<file path="src/rtl/spi_pkg.sv">
// Shared definitions for the SPI slave: FSM state encoding and frame command codes.
// Commands are the two MSBs of a frame; only the first one chooses write vs. read.
package spi_pkg;

  localparam logic [2:0] ST_IDLE      = 3'd0;
  localparam logic [2:0] ST_CHK_CMD   = 3'd1;
  localparam logic [2:0] ST_WRITE     = 3'd2;
  localparam logic [2:0] ST_READ_ADD  = 3'd3;
  localparam logic [2:0] ST_READ_DATA = 3'd4;
  localparam logic [2:0] ST_TX_WAIT   = 3'd5;
  localparam logic [2:0] ST_TX        = 3'd6;
  localparam logic [2:0] ST_WAIT_END  = 3'd7;

  localparam logic [1:0] CMD_WR0     = 2'b00;
  localparam logic [1:0] CMD_WR1     = 2'b01;
  localparam logic [1:0] CMD_RD_ADDR = 2'b10;
  localparam logic [1:0] CMD_RD_DATA = 2'b11;

  // The first command bit separates reads from writes; the second is not decoded.
  function automatic logic cmd_is_read(input logic first_bit);
    return (first_bit == CMD_RD_ADDR[1]) && (first_bit != CMD_WR0[1]);
  endfunction

endpackage

</file>
<file path="src/rtl/spi_tx_shift.sv">
// Parallel-to-serial shifter for the read response: MSB is presented on the load edge,
// one lower bit per shift edge, then 0 once all DATA_W bits have been sent.
module spi_tx_shift #(
  parameter int DATA_W = 8,
  localparam int CNT_W = $clog2(DATA_W + 1)
) (
  input  logic              clk,
  input  logic              rst_n,
  input  logic              clear,
  input  logic              load,
  input  logic              shift,
  input  logic [DATA_W-1:0] data,
  output logic              miso,
  output logic              done
);

  logic [DATA_W-2:0] sh;
  logic [CNT_W-1:0]  cnt;

  assign done = (cnt == CNT_W'(DATA_W));

  always_ff @(posedge clk) begin
    if (!rst_n || clear) begin
      miso <= 1'b0;
      sh   <= '0;
      cnt  <= '0;
    end else if (load) begin
      miso <= data[DATA_W-1];
      sh   <= data[DATA_W-2:0];
      cnt  <= CNT_W'(1);
    end else if (shift) begin
      if (done) begin
        miso <= 1'b0;
      end else begin
        miso <= sh[DATA_W-2];
        sh   <= {sh[DATA_W-3:0], 1'b0};
        cnt  <= cnt + 1'b1;
      end
    end
  end

endmodule

</file>
<file path="src/rtl/spi_slave_param.sv">
// SPI slave clocked directly by clk: receives {cmd[1:0], payload} frames MSB first and
// answers a read-data frame with a DATA_W-bit response taken from tx_data.
module spi_slave_param
  import spi_pkg::*;
#(
  parameter int DATA_W = 8,
  localparam int FRAME_W = DATA_W + 2,
  localparam int CNT_W = $clog2(FRAME_W + 1)
) (
  input  logic               clk,
  input  logic               rst_n,
  input  logic               ss_n,
  input  logic               MOSI,
  input  logic [DATA_W-1:0]  tx_data,
  input  logic               tx_valid,
  output logic [FRAME_W-1:0] rx_data,
  output logic               rx_valid,
  output logic               MISO,
  output logic               frame_err,
  output logic               busy,
  output logic [2:0]         dbg_state,
  output logic               dbg_rd_pend
);

  // Handshake: tx_valid/tx_data form a one-sided valid with no ready; the payload is
  // taken on the first edge in TX_WAIT where tx_valid=1, and tx_valid is ignored elsewhere.

  logic [2:0]         state;
  logic [FRAME_W-2:0] shift_reg;
  logic [CNT_W-1:0]   bit_cnt;
  logic               rd_pend;
  logic               tx_load;
  logic               tx_step;
  logic               tx_done;

  assign busy        = (state != ST_IDLE);
  assign dbg_state   = state;
  assign dbg_rd_pend = rd_pend;
  assign tx_load     = (state == ST_TX_WAIT) && !ss_n && tx_valid;
  assign tx_step     = (state == ST_TX) && !ss_n;

  spi_tx_shift #(.DATA_W(DATA_W)) u_tx_shift (
    .clk   (clk),
    .rst_n (rst_n),
    .clear (ss_n),
    .load  (tx_load),
    .shift (tx_step),
    .data  (tx_data),
    .miso  (MISO),
    .done  (tx_done)
  );

  always_ff @(posedge clk) begin
    if (!rst_n) begin
      state     <= ST_IDLE;
      shift_reg <= '0;
      bit_cnt   <= '0;
      rx_data   <= '0;
      rx_valid  <= 1'b0;
      frame_err <= 1'b0;
      rd_pend   <= 1'b0;
    end else begin
      rx_valid  <= 1'b0;
      frame_err <= 1'b0;
      if (state == ST_IDLE) begin
        bit_cnt <= '0;
        if (!ss_n) state <= ST_CHK_CMD;
      end else if (state == ST_WAIT_END) begin
        if (ss_n) begin
          state   <= ST_IDLE;
          bit_cnt <= '0;
        end
      end else if (ss_n) begin
        // Early deselect wins over everything, including a frame's final bit.
        state     <= ST_IDLE;
        bit_cnt   <= '0;
        frame_err <= 1'b1;
      end else begin
        unique case (state)
          ST_CHK_CMD: begin
            shift_reg <= {{(FRAME_W-2){1'b0}}, MOSI};
            bit_cnt   <= CNT_W'(1);
            if (!cmd_is_read(MOSI)) state <= ST_WRITE;
            else if (rd_pend)       state <= ST_READ_DATA;
            else                    state <= ST_READ_ADD;
          end
          ST_WRITE, ST_READ_ADD, ST_READ_DATA: begin
            shift_reg <= {shift_reg[FRAME_W-3:0], MOSI};
            bit_cnt   <= bit_cnt + 1'b1;
            if (bit_cnt == CNT_W'(FRAME_W - 1)) begin
              rx_data  <= {shift_reg, MOSI};
              rx_valid <= 1'b1;
              if (state == ST_READ_ADD) begin
                rd_pend <= 1'b1;
                state   <= ST_WAIT_END;
              end else if (state == ST_READ_DATA) begin
                rd_pend <= 1'b0;
                state   <= ST_TX_WAIT;
              end else begin
                state   <= ST_WAIT_END;
              end
            end
          end
          ST_TX_WAIT: if (tx_valid) state <= ST_TX;
          ST_TX:      if (tx_done) state <= ST_WAIT_END;
          default:    state <= ST_IDLE;
        endcase
      end
    end
  end

endmodule

</file>
<file path="config.mk">
export PLATFORM = sky130hd
export DESIGN_NAME = spi_slave_param
export DESIGN_NICKNAME = d
export VERILOG_FILES = /design/src/rtl/spi_pkg.sv /design/src/rtl/spi_tx_shift.sv /design/src/rtl/spi_slave_param.sv
export SDC_FILE = /design/constraint.sdc
export NUM_CORES = 1
export LEC_CHECK = 0
export BUFFER_PORTS_ARGS = -buffer_cell sky130_fd_sc_hd__buf_2
export CAP_MARGIN = 40
export CORE_ASPECT_RATIO = 0.6
export CORE_UTILIZATION = 55
export DETAILED_ROUTE_END_ITERATION = 7
export PLACE_DENSITY = 0.78
export SLEW_MARGIN = 20
export SYNTH_ARGS = -nofsm -noshare
export SYNTH_HDL_FRONTEND = slang
export SYNTH_SLANG_ARGS = --single-unit
</file>
<file path="constraint.sdc">
create_clock -name clk -period 4.6 [get_ports clk]
set_clock_uncertainty 0.05 [all_clocks]
set_input_delay 0.23 -clock clk [delete_from_list [all_inputs] [get_ports clk]]
set_output_delay 0.23 -clock clk [all_outputs]
set_load 0.03 [all_outputs]
</file>
==> results of run 1 <==
==> through the flow <==
stage          setup WS, ns  power (mW)  utilization
2_1_floorplan         2.972      0.4628            -
6_report              2.405      0.8192       0.6708
5_1_grt               2.209      0.8476       0.6708
4_1_cts               2.411      0.8209       0.6708
3_3_place_gp          2.514      0.4834       0.6310
3_5_place_dp          2.428      0.4847       0.6310
==> Yosys cell counts (2+ instances only) <==
cell type / n / area share
nand2_1: 10 / 0.019
a211oi_1: 8 / 0.030
and3_1: 2 / 0.0063
nor3_1: 7 / 0.018
nor2b_1: 2 / 0.0063
and4bb_2: 2 / 0.013
inv_1: 7 / 0.013
buf_4: 5 / 0.019
or3_1: 2 / 0.0063
nand3b_1: 4 / 0.015
nor2_1: 31 / 0.058
mux2i_1: 19 / 0.095
a21o_1: 2 / 0.0075
a22oi_1: 9 / 0.034
a311oi_1: 2 / 0.0088
o21a_1: 2 / 0.0075
dfxtp_1: 41 / 0.41
xor2_1: 3 / 0.013
buf_2: 4 / 0.010
and2b_1: 2 / 0.0075
ha_1: 4 / 0.025
a21oi_1: 7 / 0.018
nand2b_1: 3 / 0.0094
nand3_1: 3 / 0.0075
clkbuf_1: 5 / 0.0094
o21ai_0: 5 / 0.013
==> worst paths after layout <==
path | end | slack (ns) | depth (start not counted)
setup / recovery | rx_data[1]$_SDFFE_PN0P_ | 2.40 | 4
hold / removal | u_tx_shift.sh[0]$_SDFFE_PP0P_ | 0.14 | 3
setup reg to reg | rx_data[1]$_SDFFE_PN0P_ | 2.40 | 4
hold reg to reg | u_tx_shift.sh[0]$_SDFFE_PP0P_ | 0.44 | 2
==> power breakdown <==
group / internal, mW / leakage (nW) / switching [mW]
Clock: 0.216 / 0.0681 / 0.126
Combinational: 0.0376 / 0.602 / 0.0582
Sequential: 0.361 / 0.331 / 0.0205
Total: 0.614 / 1.00 / 0.205
==> kinds of logic after synthesis <==
| kind of cell | share of synthesized area |
|---|---|
| compound gates | 0.1702 |
| xor+xnor | 0.01759 |
| fa+ha+maj | 0.02513 |
| buf+inv | 0.05340 |
| flops | 0.4121 |
| mux | 0.09548 |
| simple gates | 0.2261 |
==> per-layer routing <==
metal,routed length [µm],up-vias,track usage
met2,1788,28,0.3433
met1,2099,721,0.3302
met3,156,3,0.05849
met5,0,-,0
met4,16,0,0.05152
li1,-,807,-
==> cell type report <==
class / count / area, µm² / area share
clock inverter: 3 / 65.06 / 0.02884
multi-input combinational: 150 / 1065 / 0.4720
sequential: 41 / 820.8 / 0.3638
clock buffer: 5 / 68.82 / 0.03050
tap: 45 / 56.30 / 0.02496
timing repair buffer: 30 / 150.1 / 0.06656
inverter: 8 / 30.03 / 0.01331
==> worst max-delay path, stage by stage (launching register included) <==
cell and delay, ns:
dfxtp_1 0.79, and2b_1 0.29, o21ai_2 0.60, mux2i_1 0.27, nor2_1 0.06
==> layout by cell type (no fill, tap or decap), types with 3 or more instances in the layout <==
cell type and instances:
a211oi_1 8, a21oi_1 7, a22oi_1 9, buf_2 30
clkbuf_8 5, dfxtp_1 41, ha_1 4, inv_1 7
mux2i_1 19, nand2_1 10, nand2b_1 3, nand3_1 3
nand3b_1 4, nor2_1 31, nor3_1 7, o21ai_0 5
xor2_1 3
==> metrics.csv, run 1 <==
metric,value,unit
status,"finished, final reports clean",
cell area after placement,2122,µm²
library cells used by synthesis,48,
RSZ-0062 raised after global routing,false,
gpl congestion,0.8159,
fmax,455.5,MHz
"Reg clk slew, reported paths",0.08,ns
max-slew violations,0,
Tightest Hold Check Type,input pin to flop,
DIE WIDTH,79.69,µm
global-route wire length before repair,6851,µm
maximum vdd drop,0.0002329,V
LEAKAGE,1.001,nW
Finished Cell Area,2256,µm²
Root Driver,clkbuf_8,
area grow syn2layout,13.25,%
crit path time final,2.195,ns
max FFs per register,10,
Initial DRT Pass Iterations,4,
pin count of the biggest net entering global routing,26,
worst endpoint data arrival time,2.31,ns
num rows,16,
Post-synth ARST share,0,
Die Y,48.62,µm
GRT Util Overall,0.2294,
Hold Crit Start,tx_data[0],
grt ovf,0,
post-DP HPWL,2698,µm
Reg-to-Reg Start,dbg_state[2]$_SDFFE_PN0P_,
Initial Util,0.5923,
CTS tree,built,
syn_area_per_cell,9.352,µm²
DRC Markers,0,
"Primary FF master, synth",dfxtp_1,
Critical Path End Type,flop,
Layout Cells excl Fill,282,
register area share after synthesis,0.4121,
DIE AREA,3874,µm²
crit-path max FO,25,
core area,3363,µm²
clk buf depth,2,
Sinks on Clock Net,41,
Synth Net Count,230,
synth warn,0,
CP startpoint kind,flop,
TritonCTS Buffers,5,
max_cap viols,0,
Initial DRC Count,96,
Placed Instances,274,
pwr/cell area,363.1,nW/µm²
CP Class,flop to flop,
clk_lat worst skew,0.29,ns
Slew HR,0.5193,
Least-Margin Pin Slew,0.7210,ns
diode count,0,
via count,1559,
CP startpoint,dbg_state[2]$_SDFFE_PN0P_,
Post-synth EDFFs,0,
post-synthesis register bit count,41,
fin crit share,0.4772,
total routed wirelength,4060,µm
DR WL/cell,14.40,µm
Final Hold Viols,0,
worst path required time,4.71,ns
Antenna Nets Post-Route,0,
vias in the first global route,1478,
initial antenna violation count,0,
hold slack,0.1373,ns
Vias per Instance,5.528,
Max H-tree Level,2,
hold_buf cts,0,
cts repair resizes,0,
Final setup viols,0,
# fillers,273,
share of cells above drive strength 1,0.2236,
synthesized area,1992,µm²
Top Ports,31,
Mapped Cells,213,
setup TNS,0,ns
Post-CTS Setup Inserts,0,
Port-buffer cells,30,
Nets,253,
Note: power is estimated with default switching activity, not from simulation.
==> run 2, diff against run 1 <==
- ABC_AREA: not set -> 1
- CORE_UTILIZATION: 55 -> 50
- PLACE_DENSITY: 0.78 -> 0.74
- clock period: 4.6 -> 1.8 ns (I/O delays scaled with it)
==> metrics.csv, run 2 <==
metric,value,unit,change
syn_area_per_cell,7.744,µm²,-17%
LEAKAGE,0.9901,nW,-1.1%
max-slew violations,0,,unchanged
Slew HR,0.6534,,+0.1341
clk_lat worst skew,0.30,ns,about the same
TritonCTS Buffers,5,,unchanged
grt ovf,0,,unchanged
GRT Util Overall,0.2199,,-0.009550
# fillers,350,,+28%
library cells used by synthesis,34,,-29%
synthesized area,2044,µm²,+2.6%
pwr/cell area,1189,nW/µm²,+230%
cell mode on critical path,nand2_4,,
Placed Instances,337,,+23%
WP buf/inv,0,,unchanged
Finished Cell Area,2354,µm²,+4.3%
CP top delay family,simple AND/OR/NAND/NOR gates,,
PnR worst setup slack,0.1613,ns,-2.244 ns
diode count,0,,unchanged
Mapped Cells,264,,+24%
RSZ-0062 raised after global routing,false,,
Max H-tree Level,2,,unchanged
setup TNS,0,ns,unchanged
clk buf depth,2,,unchanged
total routed wirelength,4284,µm,+5.5%
Post-synth ARST share,0,,unchanged
Layout Cells excl Fill,347,,+23%
Initial DRC Count,149,,+55%
CP startpoint kind,flop,,
Initial DRT Pass Iterations,7,,+3
DIE AREA,4357,µm²,+12%
core area,3786,µm²,+13%
most frequent cells in the layout,"nand2_1, dfxtp_1, buf_2, a21oi_1, nor2_1",,
crit-path cells,nand3_4 -> nor2_2 -> nand2_4 -> nand2_4 -> nor2_4 -> nand2_4 -> nand2_1 -> nand2_1 -> nor2_2,,
via count,1704,,+9.3%
Root Driver,clkbuf_8,,
top cell type's share of synthesized area,0.4015,,-0.01059
post-synthesis register bit count,41,,unchanged
Power Total,2.799,mW,+240%
global-route wire length before repair,7231,µm,+5.5%
Initial Util,0.5400,,-0.05227
worst endpoint data arrival time,1.79,ns,-0.52 ns
num rows,17,,+1
crit-path max FO,9,,-64%
status,"finished, violations left",,
Final Core Density,0.6216,,-0.04915
share of cells above drive strength 1,0.3067,,+0.08304
Synth area leaders,"dfxtp_1, nand2_1, a21oi_1",,
DIE WIDTH,84.55,µm,+6.1%
maximum vdd drop,0.0005226,V,+120%
Post-synth EDFFs,0,,unchanged
Final setup viols,0,,unchanged
Yosys top cell by area,dfxtp_1,,
Synth Net Count,281,,+22%
"commonest non-fill, non-tap cell in the layout",nand2_1,,
Nets,316,,+25%
max_cap viols,0,,unchanged
fin crit share,0.9104,,+0.4332
hold slack,0.01394,ns,-0.1234 ns
fmax,610.2,MHz,+34%
Critical Path End Type,flop,,
worst path required time,1.95,ns,-2.76 ns
post-DP HPWL,3161,µm,+17%
top-count cell post-synth,nand2_1,,
Sinks on Clock Net,41,,unchanged
DRC Markers,6,,+6
CP Class,flop to flop,,
"Primary FF master, synth",dfxtp_1,,
max FFs per register,10,,unchanged
area grow syn2layout,15.12,%,
most instantiated cells after synthesis,"nand2_1, dfxtp_1, a21oi_1, nor2_1, inv_1",,
crit-path max cell delay,0.65,ns,-0.14 ns
cts repair resizes,0,,unchanged
Antenna Nets Post-Route,0,,unchanged
cell area after placement,2213,µm²,+4.3%
Tightest Hold Check Type,input pin to flop,,
Least-Margin Pin Slew,0.5192,ns,-0.2018 ns
crit path time final,1.639,ns,-0.5564 ns
Top Ports,31,,unchanged
pin count of the biggest net entering global routing,19,,-27%
Port-buffer cells,30,,unchanged
DR WL/cell,12.35,µm,-14%
Final Hold Viols,0,,unchanged
gpl congestion,0.8757,,+7.3%
Vias per Instance,4.911,,-11%
pre-CTS setup slack,0.1884,ns,-2.240 ns
CTS tree,built,,
initial antenna violation count,0,,unchanged
CP max-delay cell,dfxtp_1,,
"Reg clk slew, reported paths",0.08,ns,about the same
failing checks,DRC,,
register area share after synthesis,0.4015,,-0.01059
FF/Latch Area,820.8,µm²,unchanged
r2r setup slk,0.16,ns,-2.24 ns
synth warn,0,,unchanged
area of the multi-input gates,1054,µm²,-1.1%
Die Y,51.53,µm,+6.0%
vias in the first global route,1494,,+1.1%
-- run 2: cell type report --
| cell class | instances | share of cell area |
|---|---|---|
| clock buffer | 6 | 0.03509 |
| inverter | 26 | 0.04572 |
| clock inverter | 2 | 0.01595 |
| timing repair buffer | 35 | 0.08187 |
| sequential | 41 | 0.3488 |
| tap | 47 | 0.02499 |
| multi-input combinational | 190 | 0.4476 |
-- run 2: path summary, 6_finish.rpt --
path,from,endpoint,depth (start not counted)
setup / recovery,dbg_state[1]$_SDFFE_PN0P_,dbg_state[2]$_SDFFE_PN0P_,9
hold / removal,rst_n,rx_valid$_SDFF_PP0_,3
setup reg to reg,dbg_state[1]$_SDFFE_PN0P_,dbg_state[2]$_SDFFE_PN0P_,9
hold reg to reg,rx_data[5]$_SDFFE_PN0P_,rx_data[5]$_SDFFE_PN0P_,2
-- run 2: power by group --
part | internal [mW] | switching (mW) | total [mW]
sequential | 0.951 | 0.103 | 1.05
clock | 0.451 | 0.330 | 0.781
combinational | 0.289 | 0.675 | 0.964
-- run 2: kinds of logic (layout without fill, tap and decap cells) --
kind of cell,after synthesis,after routing,synth area share
compound gates,47,47,0.1414
simple gates,138,138,0.3452
fa+ha+maj,4,4,0.02448
xor+xnor,1,1,0.004285
flops,41,41,0.4015
buf+inv,33,69,0.08323
-- run 2: worst min-delay path: stages --
cell and delay, ns:
buf_2 0.14, nand2_1 0.07, inv_1 0.04
-- run 2: timing repair --
item | 4_1_cts | 5_1_grt
buffers inserted | 0 | 0
hold endpoints to repair | 0 | 2
hold buffers | 0 | 2
-- run 2: per-layer routing --
layer / vias up / routed length (µm) / track usage
li1: 916 / - / -
met1: 732 / 2367 / 0.3327
met2: 50 / 1559 / 0.2764
met3: 6 / 302 / 0.07778
met4: 0 / 54 / 0.08192
met5: - / 0 / 0
==> run 3, diff against run 2 <==
- CORE_ASPECT_RATIO: 0.6 -> 0.8
==> metrics.csv, run 3 (synthesis results as in run 2) <==
metric,value,unit,change
R2R depth,9,,unchanged
Layout Cells excl Fill,355,,+2.3%
clk buf depth,2,,unchanged
Placed Instances,347,,+3.0%
max-slew violations,0,,unchanged
Slew HR,0.7499,,+0.09659
total routed wirelength,3976,µm,-7.2%
Least-Margin Pin Slew,0.3737,ns,-0.1456 ns
Hold Crit Start,tx_data[5],,
worst path required time,1.94,ns,about the same
Sinks on Clock Net,41,,unchanged
Root Driver,clkbuf_8,,
fin crit share,0.8899,,-0.02055
Hold Crit Endpoint,u_tx_shift.sh[5]$_SDFFE_PP0P_,,
num rows,20,,+3
CP top delay family,simple AND/OR/NAND/NOR gates,,
hold_buf cts,0,,unchanged
grt ovf,0,,unchanged
"Reg clk slew, reported paths",0.08,ns,about the same
RSZ-0062 raised after global routing,false,,
initial antenna violation count,0,,unchanged
status,"finished, final reports clean",,
crit-path max FO,7,,-2
CP Class,flop to flop,,
crit path time final,1.602,ns,-0.03698 ns
core area,3854,µm²,+1.8%
Tightest Hold Check Type,input pin to flop,,
Vias per Instance,5.028,,+2.4%
hold path depth,3,,unchanged
share of cells above drive strength 1,0.3133,,+0.006667
Max H-tree Level,2,,unchanged
DR WL/cell,11.20,µm,-9.3%
pwr/cell area,1217,nW/µm²,+2.3%
fmax,624.3,MHz,+2.3%
Reg-to-Reg Start,dbg_state[2]$_SDFFE_PN0P_,,
area grow syn2layout,16.03,%,
cell mode on critical path,nand2_1,,
Top Ports,31,,unchanged
DIE WIDTH,73.49,µm,-13%
cts repair resizes,0,,unchanged
LEAKAGE,1.003,nW,+1.3%
Final setup viols,0,,unchanged
CTS tree,built,,
Initial Util,0.5305,,-0.009467
pin count of the biggest net entering global routing,19,,unchanged
hold slack,0.01320,ns,-0.0007403 ns
Nets,316,,unchanged
TritonCTS Buffers,5,,unchanged
post-DP HPWL,2956,µm,-6.5%
global-route wire length before repair,6534,µm,-9.6%
PnR worst setup slack,0.1982,ns,+0.03698 ns
GRT Util Overall,0.1964,,-0.02354
DRC Markers,0,,-6
worst endpoint data arrival time,1.75,ns,-0.04 ns
number of stages on the worst setup path,9,,unchanged
crit-path max cell delay,0.54,ns,-0.11 ns
Die Y,59.20,µm,+15%
max_cap viols,0,,unchanged
Initial DRC Count,73,,-51%
setup TNS,0,ns,unchanged
diode count,0,,unchanged
Final Hold Viols,0,,unchanged
Post-CTS Setup Inserts,0,,unchanged
DIE AREA,4350,µm²,-0.15%
Final Core Density,0.6156,,-0.006029
CP max-delay cell,dfxtp_1,,
crit-path cells,inv_2 -> nand2_2 -> inv_1 -> nor2_1 -> nand2_1 -> nand2_4 -> nand2_1 -> nand2_1 -> nor2_2,,
gpl congestion,0.8320,,-5.0%
CP startpoint kind,flop,,
Antenna Nets Post-Route,0,,unchanged
max FFs per register,10,,unchanged
reg2reg end,dbg_state[0]$_SDFFE_PN0P_,,
clk_lat worst skew,0.29,ns,about the same
"commonest non-fill, non-tap cell in the layout",nand2_1,,
Initial DRT Pass Iterations,4,,-3
WP buf/inv,2,,+2
pre-CTS setup slack,0.2434,ns,+0.05503 ns
Port-buffer cells,30,,unchanged
maximum vdd drop,0.0006435,V,+23%
r2r setup slk,0.20,ns,+0.04 ns
vias in the first global route,1494,,unchanged
Critical Path End Type,flop,,
most frequent cells in the layout,"nand2_1, dfxtp_1, buf_2, a21oi_1, nor2_1",,
via count,1785,,+4.8%
==> run 3: cell type report <==
class	count	area [µm²]
clock buffer	5	68.82
clock inverter	3	65.06
fill	365	1481
inverter	26	107.6
multi-input combinational	190	1054
sequential	41	820.8
tap	55	68.82
timing repair buffer	35	187.7
==> run 3: worst max path at each step <==
| stage | start | end | slack [ns] |
|---|---|---|---|
| floorplan | dbg_state[2]$_SDFFE_PN0P_ | dbg_state[0]$_SDFFE_PN0P_ | 0.14 |
| CTS | dbg_state[2]$_SDFFE_PN0P_ | bit_cnt[2]$_SDFFE_PP0P_ | 0.24 |
| global placement | dbg_state[2]$_SDFFE_PN0P_ | dbg_state[1]$_SDFFE_PN0P_ | 0.26 |
| global route | u_tx_shift.cnt[0]$_SDFFE_PP0P_ | u_tx_shift.cnt[2]$_SDFFE_PP0P_ | 0.06 |
| finish | dbg_state[2]$_SDFFE_PN0P_ | dbg_state[0]$_SDFFE_PN0P_ | 0.20 |
| detailed placement | u_tx_shift.cnt[0]$_SDFFE_PP0P_ | u_tx_shift.cnt[2]$_SDFFE_PP0P_ | 0.24 |
==> run 3: report_power, final <==
part           internal [mW]  switching (mW)  total [mW]  leakage [nW]
Combinational          0.308           0.694        1.00         0.604
Clock                  0.551           0.317       0.867        0.0681
Sequential             0.951          0.0654        1.02         0.331
==> run 3: per-layer routing <==
metal | wire length, µm | GRT usage | vias to the layer above
met3 | 240 | 0.04592 | 2
met2 | 1729 | 0.2831 | 49
met5 | 0 | 0 | -
li1 | - | - | 922
met1 | 1987 | 0.2850 | 812
met4 | 18 | 0.07143 | 0
==> run 3: stage by stage <==
stage / total power, mW / cell area, µm²
floorplan: 1.836 / 2044
global placement: 2.029 / 2238
detailed placement: 2.035 / 2238
CTS: 2.905 / 2372
global route: 3.055 / 2372
finish: 2.887 / 2372
==> run 3: tightest hold or removal path, stage by stage <==
cell and delay (ns):
buf_2 0.09, nand2_1 0.05, a31oi_1 0.07
